[src/rtl/wb_arbiter_if.sv]
// Writeback arbiter bus: three writeback request sources, the register file
// write port, the issue-side scoreboard inputs and the pending-write mask.
interface wb_arbiter_if #(
  parameter int DW = 32,
  parameter int AW = 5
);
  logic [2:0]      req_valid;
  logic [2:0]      req_ready;
  logic [3*AW-1:0] req_waddr;
  logic [3*DW-1:0] req_wdata;
  logic            rf_we;
  logic [AW-1:0]   rf_waddr;
  logic [DW-1:0]   rf_wdata;
  logic            iss_valid;
  logic [AW-1:0]   iss_rd;
  logic [31:0]     pend_mask;

  modport master (
    output req_valid, req_waddr, req_wdata, iss_valid, iss_rd,
    input  req_ready, rf_we, rf_waddr, rf_wdata, pend_mask
  );

  modport slave (
    input  req_valid, req_waddr, req_wdata, iss_valid, iss_rd,
    output req_ready, rf_we, rf_waddr, rf_wdata, pend_mask
  );
endinterface

[src/rtl/wb_arbiter.sv]
// Writeback arbiter: grants one of ALU/MEM/MULDIV per cycle into a registered
// register-file write port and tracks pending writes. WB_ARB_RR_EN selects round-robin.
module wb_arbiter #(
  parameter int DW = 32,
  parameter int AW = 5
) (
  input  logic        clk,
  input  logic        rstn,
  wb_arbiter_if.slave bus
);

  logic [2:0]    grant;
  logic [AW-1:0] sel_waddr;
  logic [DW-1:0] sel_wdata;
  logic [31:0]   clr;
  logic [31:0]   set;

`ifdef WB_ARB_RR_EN
  typedef enum logic [1:0] {
    PRI_ALU    = 2'd0,
    PRI_MEM    = 2'd1,
    PRI_MULDIV = 2'd2
  } pri_e;

  pri_e       ptr;
  pri_e       ptr_next;
  logic [2:0] rot;
  logic [2:0] rot_grant;

  always_ff @(posedge clk or negedge rstn) begin
    if (!rstn) ptr <= PRI_ALU;
    else       ptr <= ptr_next;
  end

  // Rotate so the pointed-to source sits at bit 0, pick the lowest set bit, rotate back.
  always_comb begin
    rot       = bus.req_valid;
    grant     = '0;
    ptr_next  = ptr;
    case (ptr)
      PRI_MEM:    rot = {bus.req_valid[0], bus.req_valid[2], bus.req_valid[1]};
      PRI_MULDIV: rot = {bus.req_valid[1], bus.req_valid[0], bus.req_valid[2]};
      default:    rot = bus.req_valid;
    endcase
    rot_grant = rot & (~rot + 3'd1);
    case (ptr)
      PRI_MEM:    grant = {rot_grant[1], rot_grant[0], rot_grant[2]};
      PRI_MULDIV: grant = {rot_grant[0], rot_grant[2], rot_grant[1]};
      default:    grant = rot_grant;
    endcase
    if (!rstn) grant = '0;
    if (grant[0])      ptr_next = PRI_MEM;
    else if (grant[1]) ptr_next = PRI_MULDIV;
    else if (grant[2]) ptr_next = PRI_ALU;
  end
`else
  always_comb begin
    grant = bus.req_valid & (~bus.req_valid + 3'd1);
    if (!rstn) grant = '0;
  end
`endif

  assign bus.req_ready = grant;

  always_comb begin
    sel_waddr = '0;
    sel_wdata = '0;
    for (int i = 0; i < 3; i++) begin
      if (grant[i]) begin
        sel_waddr = bus.req_waddr[i*AW +: AW];
        sel_wdata = bus.req_wdata[i*DW +: DW];
      end
    end
  end

  // Writes to x0 are accepted but never reach the register file.
  always_ff @(posedge clk or negedge rstn) begin
    if (!rstn) begin
      bus.rf_we    <= 1'b0;
      bus.rf_waddr <= '0;
      bus.rf_wdata <= '0;
    end else begin
      bus.rf_we <= (|grant) && (sel_waddr != '0);
      if (|grant) begin
        bus.rf_waddr <= sel_waddr;
        bus.rf_wdata <= sel_wdata;
      end
    end
  end

  assign clr = bus.rf_we ? (32'd1 << bus.rf_waddr) : 32'd0;
  assign set = (bus.iss_valid && (bus.iss_rd != '0)) ? (32'd1 << bus.iss_rd) : 32'd0;

  // Set is OR-ed in after the clear so a same-edge issue keeps its bit.
  always_ff @(posedge clk or negedge rstn) begin
    if (!rstn) bus.pend_mask <= '0;
    else       bus.pend_mask <= ((bus.pend_mask & ~clr) | set) & ~32'd1;
  end

endmodule

[src/flat_wrapper.sv]
// flat-port wrapper written by rule: the top's interface ports become plain ports
module wb_arbiter_flat 
#(
  parameter int DW = 32,
  parameter int AW = 5
)
  (clk, rstn, bus_req_valid, bus_req_waddr, bus_req_wdata, bus_iss_valid, bus_iss_rd, bus_req_ready, bus_rf_we, bus_rf_waddr, bus_rf_wdata, bus_pend_mask);
  wb_arbiter_if #(.DW(DW), .AW(AW)) bus_i ();
  input  logic clk;
  input  logic rstn;
  input wire logic [$bits(bus_i.req_valid)-1:0] bus_req_valid;
  input wire logic [$bits(bus_i.req_waddr)-1:0] bus_req_waddr;
  input wire logic [$bits(bus_i.req_wdata)-1:0] bus_req_wdata;
  input wire logic [$bits(bus_i.iss_valid)-1:0] bus_iss_valid;
  input wire logic [$bits(bus_i.iss_rd)-1:0] bus_iss_rd;
  output wire logic [$bits(bus_i.req_ready)-1:0] bus_req_ready;
  output wire logic [$bits(bus_i.rf_we)-1:0] bus_rf_we;
  output wire logic [$bits(bus_i.rf_waddr)-1:0] bus_rf_waddr;
  output wire logic [$bits(bus_i.rf_wdata)-1:0] bus_rf_wdata;
  output wire logic [$bits(bus_i.pend_mask)-1:0] bus_pend_mask;
  assign bus_i.req_valid = bus_req_valid;
  assign bus_i.req_waddr = bus_req_waddr;
  assign bus_i.req_wdata = bus_req_wdata;
  assign bus_i.iss_valid = bus_iss_valid;
  assign bus_i.iss_rd = bus_iss_rd;
  assign bus_req_ready = bus_i.req_ready;
  assign bus_rf_we = bus_i.rf_we;
  assign bus_rf_waddr = bus_i.rf_waddr;
  assign bus_rf_wdata = bus_i.rf_wdata;
  assign bus_pend_mask = bus_i.pend_mask;
  wb_arbiter #(.DW(DW), .AW(AW)) u_core (.clk(clk), .rstn(rstn), .bus(bus_i));
endmodule
[config.mk]
export PLATFORM = sky130hd
export DESIGN_NAME = wb_arbiter_flat
export DESIGN_NICKNAME = d
export VERILOG_FILES = /design/src/rtl/wb_arbiter_if.sv /design/src/rtl/wb_arbiter.sv /design/src/flat_wrapper.sv
export SDC_FILE = /design/constraint.sdc
export NUM_CORES = 1
export LEC_CHECK = 0
export ABC_AREA = 0
export BUFFER_PORTS_ARGS = -buffer_cell sky130_fd_sc_hd__buf_2
export CAP_MARGIN = 20
export CORE_AREA = 2 2 67 133
export CTS_CLUSTER_DIAMETER = 80
export DETAILED_ROUTE_END_ITERATION = 7
export DIE_AREA = 0 0 69 135
export PLACE_DENSITY_LB_ADDON = 0.05
export SLEW_MARGIN = 30
export SYNTH_ARGS = -nofsm -noshare
export SYNTH_HDL_FRONTEND = slang
export SYNTH_SLANG_ARGS = --single-unit
[constraint.sdc]
create_clock -name clk -period 1.55 [get_ports clk]
set_clock_uncertainty 0.2 [all_clocks]
set_input_delay 0.465 -clock clk [delete_from_list [all_inputs] [get_ports clk]]
set_output_delay 0.465 -clock clk [all_outputs]
set_load 0.01 [all_outputs]
Word-level counts from Yosys, hierarchy flattened
Cells that the tools add are included.
- memories: 0
- bits in latches: 0
- word-level logic and storage cells: 26
- bits in registers: 69
- memory bits (read-only): 0
- output and inout port bits: 73
- RAM bits: 0
- bitwise logic cells: 5
- shifts and indexed selects: 2
- multipliers: 0
- divide/modulo/power cells: 0
- reduce and logical (&&, ||, !) cells: 5
- multiplexer cells: 9
- equal/unequal tests: 0
- add/subtract/negate cells: 1
- magnitude comparators: 0
- operator list (cell ; number):
    two-way mux 32 bit ; 5
    << shifter 1 x 5 -> 32 bit, first input constant ; 2
    bitwise AND 32 bit ; 1
    NOT 32 bit ; 1
    bitwise OR 32 bit ; 1
    two-way mux 5 bit ; 3
    nonzero test 5 bit ; 2
    adder 3 x 1 -> 3 bit, second input constant ; 1
    bitwise AND 3 bit ; 1
    two-way mux 3 bit ; 1
    NOT 3 bit ; 1
    OR reduction 3 bit ; 1
    logical AND 1 bit ; 2

Logic depth before layout (Yosys ltp)
Gate-level depths: netlist of the first run.
- word-level depth: 9
- mapped depth: 7
- mapped depth without buffers: 6

Worst setup path before layout of the first run
No wires, ideal clock.
- path type: input to output
- start: input bus_req_valid[1]
- end: output bus_req_ready[2]
- setup slack: -0.194 ns
- buffers on the path: 2
- data arrival time: 1.079 ns
- required time: 0.885 ns
- cell stages on the path: 5
- cells stage by stage: nor2_1 > nand3_1 > inv_1 > buf_6 > buf_2
- longest elaborated chain between the ends: 4
- ends and longest elaborated chain (what ; line ; RTL):
    from (decl) ; flat_wrapper.sv:11 ; input wire logic [$bits(bus_i.req_valid)-1:0] bus_req_valid;
    NOT 3 bit ; wb_arbiter.sv:58 ; grant = bus.req_valid & (~bus.req_valid + 3'd1);
    adder 3 x 1 -> 3 bit ; wb_arbiter.sv:58 ;
    bitwise AND 3 bit ; wb_arbiter.sv:58 ;
    two-way mux 3 bit ; wb_arbiter.sv:59 ; if (!rstn) grant = '0;
    to (decl) ; flat_wrapper.sv:16 ; output wire logic [$bits(bus_i.req_ready)-1:0] bus_req_ready;
Every way passes these cells.

Final worst setup path of the first run
- start: register u_core.bus.rf_waddr[3]
- end: output bus_rf_waddr[3]
- RTL lines (what ; line ; RTL):
    from (decl) ; wb_arbiter_if.sv:25 ; output req_ready, rf_we, rf_waddr, rf_wdata, pend_mask
    from (signal assigned) ; wb_arbiter.sv:85 ; bus.rf_waddr <= sel_waddr;
    to (decl) ; flat_wrapper.sv:18 ; output wire logic [$bits(bus_i.rf_waddr)-1:0] bus_rf_waddr;
No word-level cell between the ends.

==> impl_metrics.env, run 1 <==
export IMPL_outcome="complete, but fails checks"
export IMPL_violations="setup timing"
export IMPL_min_period_over_period_pct=110
export IMPL_rsz0062_at_grt="true"
export IMPL_grt_pass1_vias=3594
export IMPL_fin_hold_ws_ps=152
export IMPL_post_route_util_pct=65.7
export IMPL_peakVddDrop_uv=670
export IMPL_yosys_warnings=0
export IMPL_dp_hpwl_mm=8.66
export IMPL_port_buffers=193
export IMPL_first_iter_violations=399
export IMPL_std_cell_rows=47
export IMPL_seq_power_share_pct=36.6
export IMPL_synth_flop_cell="dfrtp_1"
export IMPL_synth_area_leader_cell="dfrtp_1"
export IMPL_wl_met1_mm=4.03
export IMPL_powerDensity_nw_per_um2=1330
export IMPL_top_layer="met4"
export IMPL_intPower_w=0.00492
export IMPL_r2r_end="u_core.bus.pend_mask[2]"
export IMPL_grt_max_degree=62
export IMPL_syn_inst=302
export IMPL_wl_mm=12.3
export IMPL_vias_per_cell=5.39
export IMPL_die_x_um=69
export IMPL_slew_headroom_pct=46.2
export IMPL_r2r_cells=5
export IMPL_crit_reg2reg_launch="u_core.bus.rf_waddr[3]"
export IMPL_cellLeakagePower_nw=2.72
export IMPL_crit_start="u_core.bus.rf_waddr[3]"
export IMPL_synth_seq_cells=69
export IMPL_drt_pass1_iter_count=5
export IMPL_crit_chain="buf_6 > buf_6 > buf_6"
export IMPL_instances_no_fill=672
export IMPL_syn_area_um2=3090
export IMPL_synth_edf_count=0
export IMPL_drive_gt1_share_pct=56.1
export IMPL_dieArea_um2=9320
export IMPL_synth_area_top_cells="dfrtp_1 56%, a222oi_1 11%, o21ai_0 10%"
export IMPL_synth_top_area_share_pct=56.0
export IMPL_grt_use_total_pct=25.8
export IMPL_grt_ovfl_total=0
export IMPL_core_area_um2=8230
export IMPL_setup_ws_ps=-161
export IMPL_pin_count=195
export IMPL_grt_antenna_before_repair=0
export IMPL_worstPathRequired_ps=880
export IMPL_synth_cell_types=28
export IMPL_gp_congestion=0.857
export IMPL_fin_area_um2=5410
export IMPL_yosysSeqAreaShare_pct=56.0
export IMPL_crit_fanout=2
export IMPL_net_switching_power_w=0.00228
export IMPL_clkLatencyLatePin_ps=330
export IMPL_p_comb_share_pct=34.7
export IMPL_cts_buffer_depth=2
export IMPL_wire_per_inst_um=18.3
export IMPL_die_h_um=135
export IMPL_final_fill_count=707
export IMPL_syn_nets=424
export IMPL_dp_cells=614
export IMPL_timing_fmax_ghz=0.584
export IMPL_slowest_delay_ps=390
export IMPL_clkTransAtPathRegs_ps=60
export IMPL_met2_length_mm=6.90
export IMPL_areaGrowthSynthToFinish_pct=75.4
export IMPL_avgSynthCellArea_um2=10.2
export IMPL_nNetsFinal=691
export IMPL_tritoncts="built"
export IMPL_finalSetupViolCount=29
export IMPL_final_hold_viol_count=0
export IMPL_swShare_pct=31.6
export IMPL_endpoint="bus_rf_waddr[3]"
export IMPL_clock_power_share_pct=28.7
export IMPL_path_class="flop to output pin"
export IMPL_fin_crit_ps=1710
export IMPL_critPathSlowestCell="dfrtp_1"
export IMPL_vias=3623
export IMPL_wl_met3_um=807
export IMPL_worst_pin_slew_ps=806
export IMPL_cts_buffers=9
export IMPL_cts_sinks=69
export IMPL_clockRootBuffer="clkbuf_16"
export IMPL_antenna_cells=0
export IMPL_drcViolationCount=0
export IMPL_holdCritPathClass="input port to flop"
export IMPL_htree_levels=3
export IMPL_placed_area_um2=4430
export IMPL_cp_arrival_ps=1050
export IMPL_initial_utilization_pct=37.5
export IMPL_cp_end_kind="output pin"
export IMPL_postRouteAntennaNets=0
export IMPL_critPathMostFrequentCell="buf_6"
export IMPL_critPathLaunchType="flop"
export IMPL_drv_slew=0
export IMPL_regToRegSetupSlack_ps=-120
export IMPL_synth_async_sr_flop_share_pct=100
export IMPL_grt_pass1_wl_mm=18.5
export IMPL_max_cap_violations=0
cell usage in the layout, fill, tap and decap left out, types with 2 or more instances in the layout:
cell type	instances
buf_8	5
clkinv_4	2
or3b_4	2
o21ai_0	4
a22o_1	2
a222oi_1	33
clkinv_2	3
buf_12	4
buf_2	175
clkbuf_16	10
o21ai_2	15
nand4_1	2
nand2_1	75
nand3_1	3
buf_6	34
dfrtp_2	2
o21ai_1	44
dfrtp_1	67
nand2b_1	3
buf_4	51
or2_4	2
nand4b_1	2
nand3b_1	8
a221o_1	4
or3b_2	2
buf_16	2
flip-flops by register name (all words and copies together), names as in the netlist:
| signal | cells |
|---|---|
| u_core.bus.rf_we | 1 |
| u_core.bus.pend_mask | 31 |
| u_core.bus.rf_waddr | 5 |
| u_core.bus.rf_wdata | 32 |
routing by layer:
layer  up-vias  track usage (%)
met1      1702             26.0
met2       196             46.8
met3        36             6.87
met4         0             15.1
met5         -                0
li1       1689                -
kinds of logic (layout without fill, tap and decap cells):
kind of cell,after synthesis,in the layout,share of synthesized area [%]
and+or+nand+nor,110,110,16.8
AOI/OAI and AO/OA,104,104,23.9
DFF,69,69,56.0
buffers and inverters,18,290,3.20
other,1,1,0.122
worst min path at each step:
stage                            start                       end  slack [ps]  cells after the start
5_1_grt              bus_req_wdata[84]   u_core.bus.rf_wdata[20]         150                      3
3_3_place_gp   u_core.bus.rf_wdata[29]   u_core.bus.rf_wdata[29]         250                      2
2_1_floorplan                     rstn  u_core.bus.pend_mask[10]         -30                      0
6_report             bus_req_wdata[79]   u_core.bus.rf_wdata[15]         150                      3
3_5_place_dp    u_core.bus.rf_wdata[2]    u_core.bus.rf_wdata[2]         260                      2
4_1_cts              bus_req_wdata[79]   u_core.bus.rf_wdata[15]         140                      3
what timing repair did:
| item | CTS | global route |
|---|---|---|
| endpoints found under the hold margin | 8 | 0 |
| setup buffers | 18 | 22 |
| gates cloned | 3 | 1 |
| pin swaps | 9 | 37 |
| hold buffers | 1 | 0 |
| setup endpoints to repair | 23 | 106 |
| gates resized for setup | 66 | 73 |
synth_stat cells (all sizes together), types with 2 or more instances:
cell type	instances
a221o	4
dfrtp	69
clkbuf	4
nor2	2
a22o	2
or2	3
nand4	2
o21ai	63
nand4b	2
a222oi	33
nand2	75
nand2b	5
or3b	4
nand3	4
or3	2
buf	13
nand3b	8
stage by stage:
step                total power (W)  setup TNS (ps)  setup WS, ps
floorplan                   0.00345           -1640         -84.8
finish                      0.00720           -1850          -161
global placement            0.00448          -11540          -425
detailed placement          0.00454          -14610          -451
global route                0.00759           -3480          -205
CTS                         0.00681           -3210          -174
worst max-delay path: cells and delay by family (launching register included):
| family | cells | cell delay, ps |
|---|---|---|
| buf+inv | 3 | 330 |
| flops | 1 | 390 |
final cells by class:
cell class,count,area [um^2],share of cell area (%)
repair buffers,273,1890,34.9
flip-flops and latches,69,1730,32.0
multi-input cells,215,1370,25.2
clock buffers,10,239,4.42
well taps,98,123,2.27
clock inverters,6,62.6,1.16
inverters,1,6.26,0.116
power by group through the flow:
stage | sequential [W] | combinational, W | clock, W
2_1_floorplan | 0.00289 | 0.000563 | 0
3_3_place_gp | 0.00264 | 0.00184 | 0
3_5_place_dp | 0.00265 | 0.00189 | 0
4_1_cts | 0.00263 | 0.00210 | 0.00209
5_1_grt | 0.00270 | 0.00271 | 0.00218
6_report | 0.00264 | 0.00250 | 0.00206
No activity file was read; power rests on OpenSTA's default activity.
==> run 2: changes to the inputs <==
- CORE_AREA: 2 2 67 133 -> 2 2 66 130
- DIE_AREA: 0 0 69 135 -> 0 0 68 132
- clock period: 1.55 -> 1.9 ns (I/O delays scaled with it)
==> run 2 against run 1 <==
Compared with the run above:
- the run now ends clean
- critical path depth grew 1
- clock power down 27%
- critical endpoint is now bus_req_ready[0]
- setup slack gained 170 ps
- via count decreased by 7.5%
- cell area fell by 14%
==> impl_metrics.env, run 2 (synthesis results as in run 1) <==
export IMPL_slowest_delay_ps=160
export IMPL_fin_hold_ws_ps=129
export IMPL_timing_fmax_ghz=0.530
export IMPL_path_class="input port to output pin"
export IMPL_dp_cells=597
export IMPL_htree_levels=3
export IMPL_cts_hold_buf=0
export IMPL_final_hold_viol_count=0
export IMPL_path_delay_family="buffers and inverters"
export IMPL_r2r_cells=4
export IMPL_cts_buffers=9
export IMPL_clkLatencyLatePin_ps=330
export IMPL_vias=3352
export IMPL_first_iter_violations=312
export IMPL_peakVddDrop_uv=513
export IMPL_endpoint="bus_req_ready[0]"
export IMPL_die_x_um=68
export IMPL_wire_per_inst_um=18.7
export IMPL_cp_arrival_ps=1120
export IMPL_fin_tns_setup_ps=0
export IMPL_nNetsFinal=640
export IMPL_worstPathRequired_ps=1130
export IMPL_crit_fanout=11
export IMPL_crit_start="bus_req_valid[0]"
export IMPL_min_period_over_period_pct=99.3
export IMPL_initial_utilization_pct=38.8
export IMPL_cp_depth=4
export IMPL_grt_pass1_vias=3437
export IMPL_areaGrowthSynthToFinish_pct=51.7
export IMPL_outcome="finished clean"
export IMPL_std_cell_rows=46
export IMPL_vias_per_cell=5.42
export IMPL_grt_ovfl_total=0
export IMPL_r2r_end="u_core.bus.pend_mask[6]"
export IMPL_cellLeakagePower_nw=2.37
export IMPL_largest_reg_flops=32
export IMPL_postRouteAntennaNets=0
export IMPL_fin_crit_ps=1890
export IMPL_tritoncts="built"
export IMPL_drive_gt1_share_pct=47.1
export IMPL_crit_chain="buf_8 > and2_4 > buf_12 > buf_2"
export IMPL_total_power_w=0.00515
export IMPL_crit_reg2reg_launch="u_core.bus.rf_waddr[3]"
export IMPL_cp_end_kind="output pin"
export IMPL_dieArea_um2=8980
export IMPL_core_area_um2=7940
export IMPL_clkTransAtPathRegs_ps=50
export IMPL_dp_slack_ps=-152
export IMPL_cts_buffer_depth=2
export IMPL_grt_max_degree=45
export IMPL_reg_top3="u_core.bus.rf_wdata: 32 flops, u_core.bus.pend_mask: 31 flops, u_core.bus.rf_waddr: 5 flops"
export IMPL_instances_no_fill=618
export IMPL_gp_congestion=0.789
export IMPL_worst_pin_slew_ps=574
export IMPL_grt_use_total_pct=26.9
export IMPL_finalSetupViolCount=0
export IMPL_dp_hpwl_mm=8.63
export IMPL_layout_common_cells="188 x buf_2, 75 x nand2_1, 69 x dfrtp_1"
export IMPL_powerDensity_nw_per_um2=1100
export IMPL_holdCritPathClass="input port to asynchronous set/reset pin"
export IMPL_largest_register="u_core.bus.rf_wdata"
export IMPL_cts_sinks=69
export IMPL_max_cap_violations=0
export IMPL_critPathLaunchType="input port"
export IMPL_rsz0062_at_grt="true"
export IMPL_drcViolationCount=0
export IMPL_die_h_um=132
export IMPL_critical_path_buf_inv_count=3
export IMPL_slew_headroom_pct=61.8
export IMPL_drv_slew=0
export IMPL_final_common_cell="buf_2"
export IMPL_setup_ws_ps=13.1
export IMPL_port_buffers=193
export IMPL_wl_mm=11.6
export IMPL_drt_pass1_iter_count=7
export IMPL_antenna_cells=0
export IMPL_clockRootBuffer="clkbuf_16"
export IMPL_pin_count=195
export IMPL_grt_pass1_wl_mm=17.7
export IMPL_grt_antenna_before_repair=0
export IMPL_critPathSlowestCell="and2_4"
export IMPL_regToRegSetupSlack_ps=210
-- run 2: cell types whose count changed in the layout (fill, tap and decap cells not counted), moves of 3 or more --
cell      previous run  this run
buf_2              175       188
buf_4               51        25
buf_6               34         3
buf_8                5         2
clkbuf_1             0         3
o21ai_0              4        63
o21ai_1             44         0
o21ai_2             15         0
-- run 2: stage by stage --
step,area [um^2],util [%]
after CTS,4690,59.0
after global placement,4290,54.0
after detailed placement,4290,54.0
after floorplan,3090,-
after global routing,4680,58.9
final,4680,58.9
-- run 2: final cells by class --
cell class                 count  area, um^2
inverter                       1        3.75
sequential                    69        1730
tap                           96         120
clock inverter                 2        10.0
multi-input combinational    215        1270
clock buffer                  13         250
timing repair buffer         222        1300
fill                         732        3260
-- run 2: worst min-delay path: stages --
cell and delay, ps:
buf_8 80, buf_4 100, buf_4 310
-- run 2: how the worst min path moves through the flow --
stage / start / to / cells after the start
after global routing: rstn / u_core.bus.rf_wdata[5] / 3
final: rstn / u_core.bus.rf_wdata[5] / 3
after detailed placement: u_core.bus.rf_wdata[6] / u_core.bus.rf_wdata[6] / 2
after CTS: rstn / u_core.bus.rf_wdata[5] / 3
after global placement: u_core.bus.rf_wdata[31] / u_core.bus.rf_wdata[31] / 2
after floorplan: rstn / u_core.bus.pend_mask[10] / 0
-- run 2: power by group --
part           switching, W  internal, W  leakage, nW
registers          0.000249      0.00190        0.813
clock network      0.000596     0.000908        0.129
logic              0.000813     0.000676         1.43
-- run 2: timing repair --
action,CTS,global route
resized for setup,10,3
endpoints found under the setup margin,3,2
setup buffers,5,0
gates cloned,2,0
pin swaps,4,1
-- run 2: per-layer routing --
metal  part of all wire [%]  vias to the layer above  global-route usage [%]
li1                       -                     1578                       -
met4                    2.5                        0                    10.6
met2                     58                      159                    49.7
met1                     33                     1595                    27.3
met5                      0                        -                       0
met3                    7.0                       20                    6.32
==> run 3: changes to the inputs <==
- CTS_BUF_LIST: unset -> sky130_fd_sc_hd__clkbuf_2 sky130_fd_sc_hd__clkbuf_4 sky130_fd_sc_hd__clkbuf_8
==> run 3 against run 2 <==
Compared with the run above:
- flip-flop and latch count unchanged
- critical path type unchanged
- first-iteration DRC count is 7.7% lower
- largest cell class unchanged
- non-clock buffer count unchanged
- sequential share of layout area rose by 0.76 points
==> impl_metrics.env, run 3 (synthesis results as in run 1) <==
export IMPL_htree_levels=3
export IMPL_grt_antenna_before_repair=0
export IMPL_grt_pass1_wl_mm=17.6
export IMPL_tritoncts="built"
export IMPL_vias=3364
export IMPL_core_area_um2=7940
export IMPL_largest_register="u_core.bus.rf_wdata"
export IMPL_final_hold_viol_count=0
export IMPL_worstPathRequired_ps=1130
export IMPL_outcome="finished clean"
export IMPL_grt_max_degree=45
export IMPL_dp_slack_ps=-152
export IMPL_regToRegSetupSlack_ps=200
export IMPL_reg_top3="u_core.bus.rf_wdata: 32 flops, u_core.bus.pend_mask: 31 flops, u_core.bus.rf_waddr: 5 flops"
export IMPL_finalSetupViolCount=0
export IMPL_pin_count=195
export IMPL_postRouteAntennaNets=0
export IMPL_initial_utilization_pct=38.8
export IMPL_slew_headroom_pct=62.5
export IMPL_crit_reg2reg_launch="u_core.bus.rf_waddr[3]"
export IMPL_cts_hold_buf=0
export IMPL_drcViolationCount=0
export IMPL_final_fill_count=735
export IMPL_drive_gt1_share_pct=47.7
export IMPL_cts_sinks=69
export IMPL_die_h_um=132
export IMPL_dieArea_um2=8980
export IMPL_fin_crit_ps=1890
export IMPL_min_period_over_period_pct=99.3
export IMPL_clkTransAtPathRegs_ps=70
export IMPL_holdCritPathClass="input port to asynchronous set/reset pin"
export IMPL_layout_common_cells="188 x buf_2, 75 x nand2_1, 68 x dfrtp_1"
export IMPL_powerDensity_nw_per_um2=1030
export IMPL_critPathLaunchType="input port"
export IMPL_gp_congestion=0.789
export IMPL_areaGrowthSynthToFinish_pct=48.7
export IMPL_max_cap_violations=0
export IMPL_grt_use_total_pct=26.7
export IMPL_grt_pass1_vias=3424
export IMPL_timing_fmax_ghz=0.530
export IMPL_clockRootBuffer="clkbuf_8"
export IMPL_post_route_util_pct=57.8
export IMPL_cts_buffer_depth=2
export IMPL_dp_hpwl_mm=8.63
export IMPL_first_iter_violations=288
export IMPL_drt_pass1_iter_count=6
export IMPL_worst_pin_slew_ps=562
export IMPL_peakVddDrop_uv=427
export IMPL_die_x_um=68
export IMPL_path_class="input port to output pin"
export IMPL_fin_tns_setup_ps=0
export IMPL_r2r_cells=4
export IMPL_cp_end_kind="output pin"
export IMPL_final_common_cell="buf_2"
export IMPL_drv_slew=0
export IMPL_clkLatencyLatePin_ps=340
export IMPL_crit_fanout=11
export IMPL_r2r_end="u_core.bus.pend_mask[6]"
export IMPL_cp_arrival_ps=1120
export IMPL_vias_per_cell=5.44
export IMPL_cellLeakagePower_nw=2.33
export IMPL_setup_ws_ps=13.8
export IMPL_std_cell_rows=46
export IMPL_port_buffers=193
export IMPL_largest_reg_flops=32
export IMPL_wire_per_inst_um=18.6
export IMPL_fin_hold_ws_ps=115
export IMPL_antenna_cells=0
export IMPL_rsz0062_at_grt="true"
export IMPL_wl_mm=11.5
export IMPL_cts_buffers=9
export IMPL_nNetsFinal=640
export IMPL_grt_ovfl_total=0
[run 3: worst max-delay path, stage by stage]
cell,delay (ps)
buf_8,100
and2_4,160
buf_12,140
buf_2,140
[run 3: how the worst max path moves through the flow]
stage	startpoint	to	slack, ps	cells after the start
after floorplan	bus_req_valid[1]	bus_req_ready[2]	7	5
after global placement	bus_req_valid[0]	bus_req_ready[0]	-160	4
after detailed placement	bus_req_valid[0]	bus_req_ready[0]	-150	4
after CTS	rstn	bus_req_ready[1]	-20	4
after global routing	bus_req_valid[0]	bus_req_ready[2]	-20	5
final	bus_req_valid[0]	bus_req_ready[0]	10	4
[run 3: report_power, final]
part	total [W]	internal [W]	switching [W]
Sequential	0.00215	0.00190	0.000246
Clock	0.00108	0.000543	0.000532
Combinational	0.00149	0.000676	0.000811
Total	0.00471	0.00312	0.00159
[run 3: per-stage QoR]
step / area, um^2 / std cells / total power (W)
floorplan: 3090 / 302 / 0.00280
global placement: 4290 / 597 / 0.00362
detailed placement: 4290 / 597 / 0.00366
CTS: 4600 / 619 / 0.00476
global route: 4590 / 618 / 0.00500
finish: 4590 / 618 / 0.00471
[run 3: cell type report]
cell class                 instances  area [um^2]  share of cell area [%]
clock buffer                      13          160                    3.49
clock inverter                     2         10.0                   0.218
inverter                           1         3.75                  0.0818
multi-input combinational        215         1270                    27.7
sequential                        69         1730                    37.7
tap                               96          120                    2.62
timing repair buffer             222         1300                    28.3
[run 3: per-layer routing]
metal	GRT usage, %	wire length (um)
met1	27.3	3760
met2	49.7	6580
met3	5.55	872
met4	10.4	264
met5	0	0
[run 3: repair_timing]
item                       CTS  global route
setup endpoints to repair    3             3
resized for setup           10             3
pin swaps                    4             1
gates cloned                 2             0
setup buffers                5             0
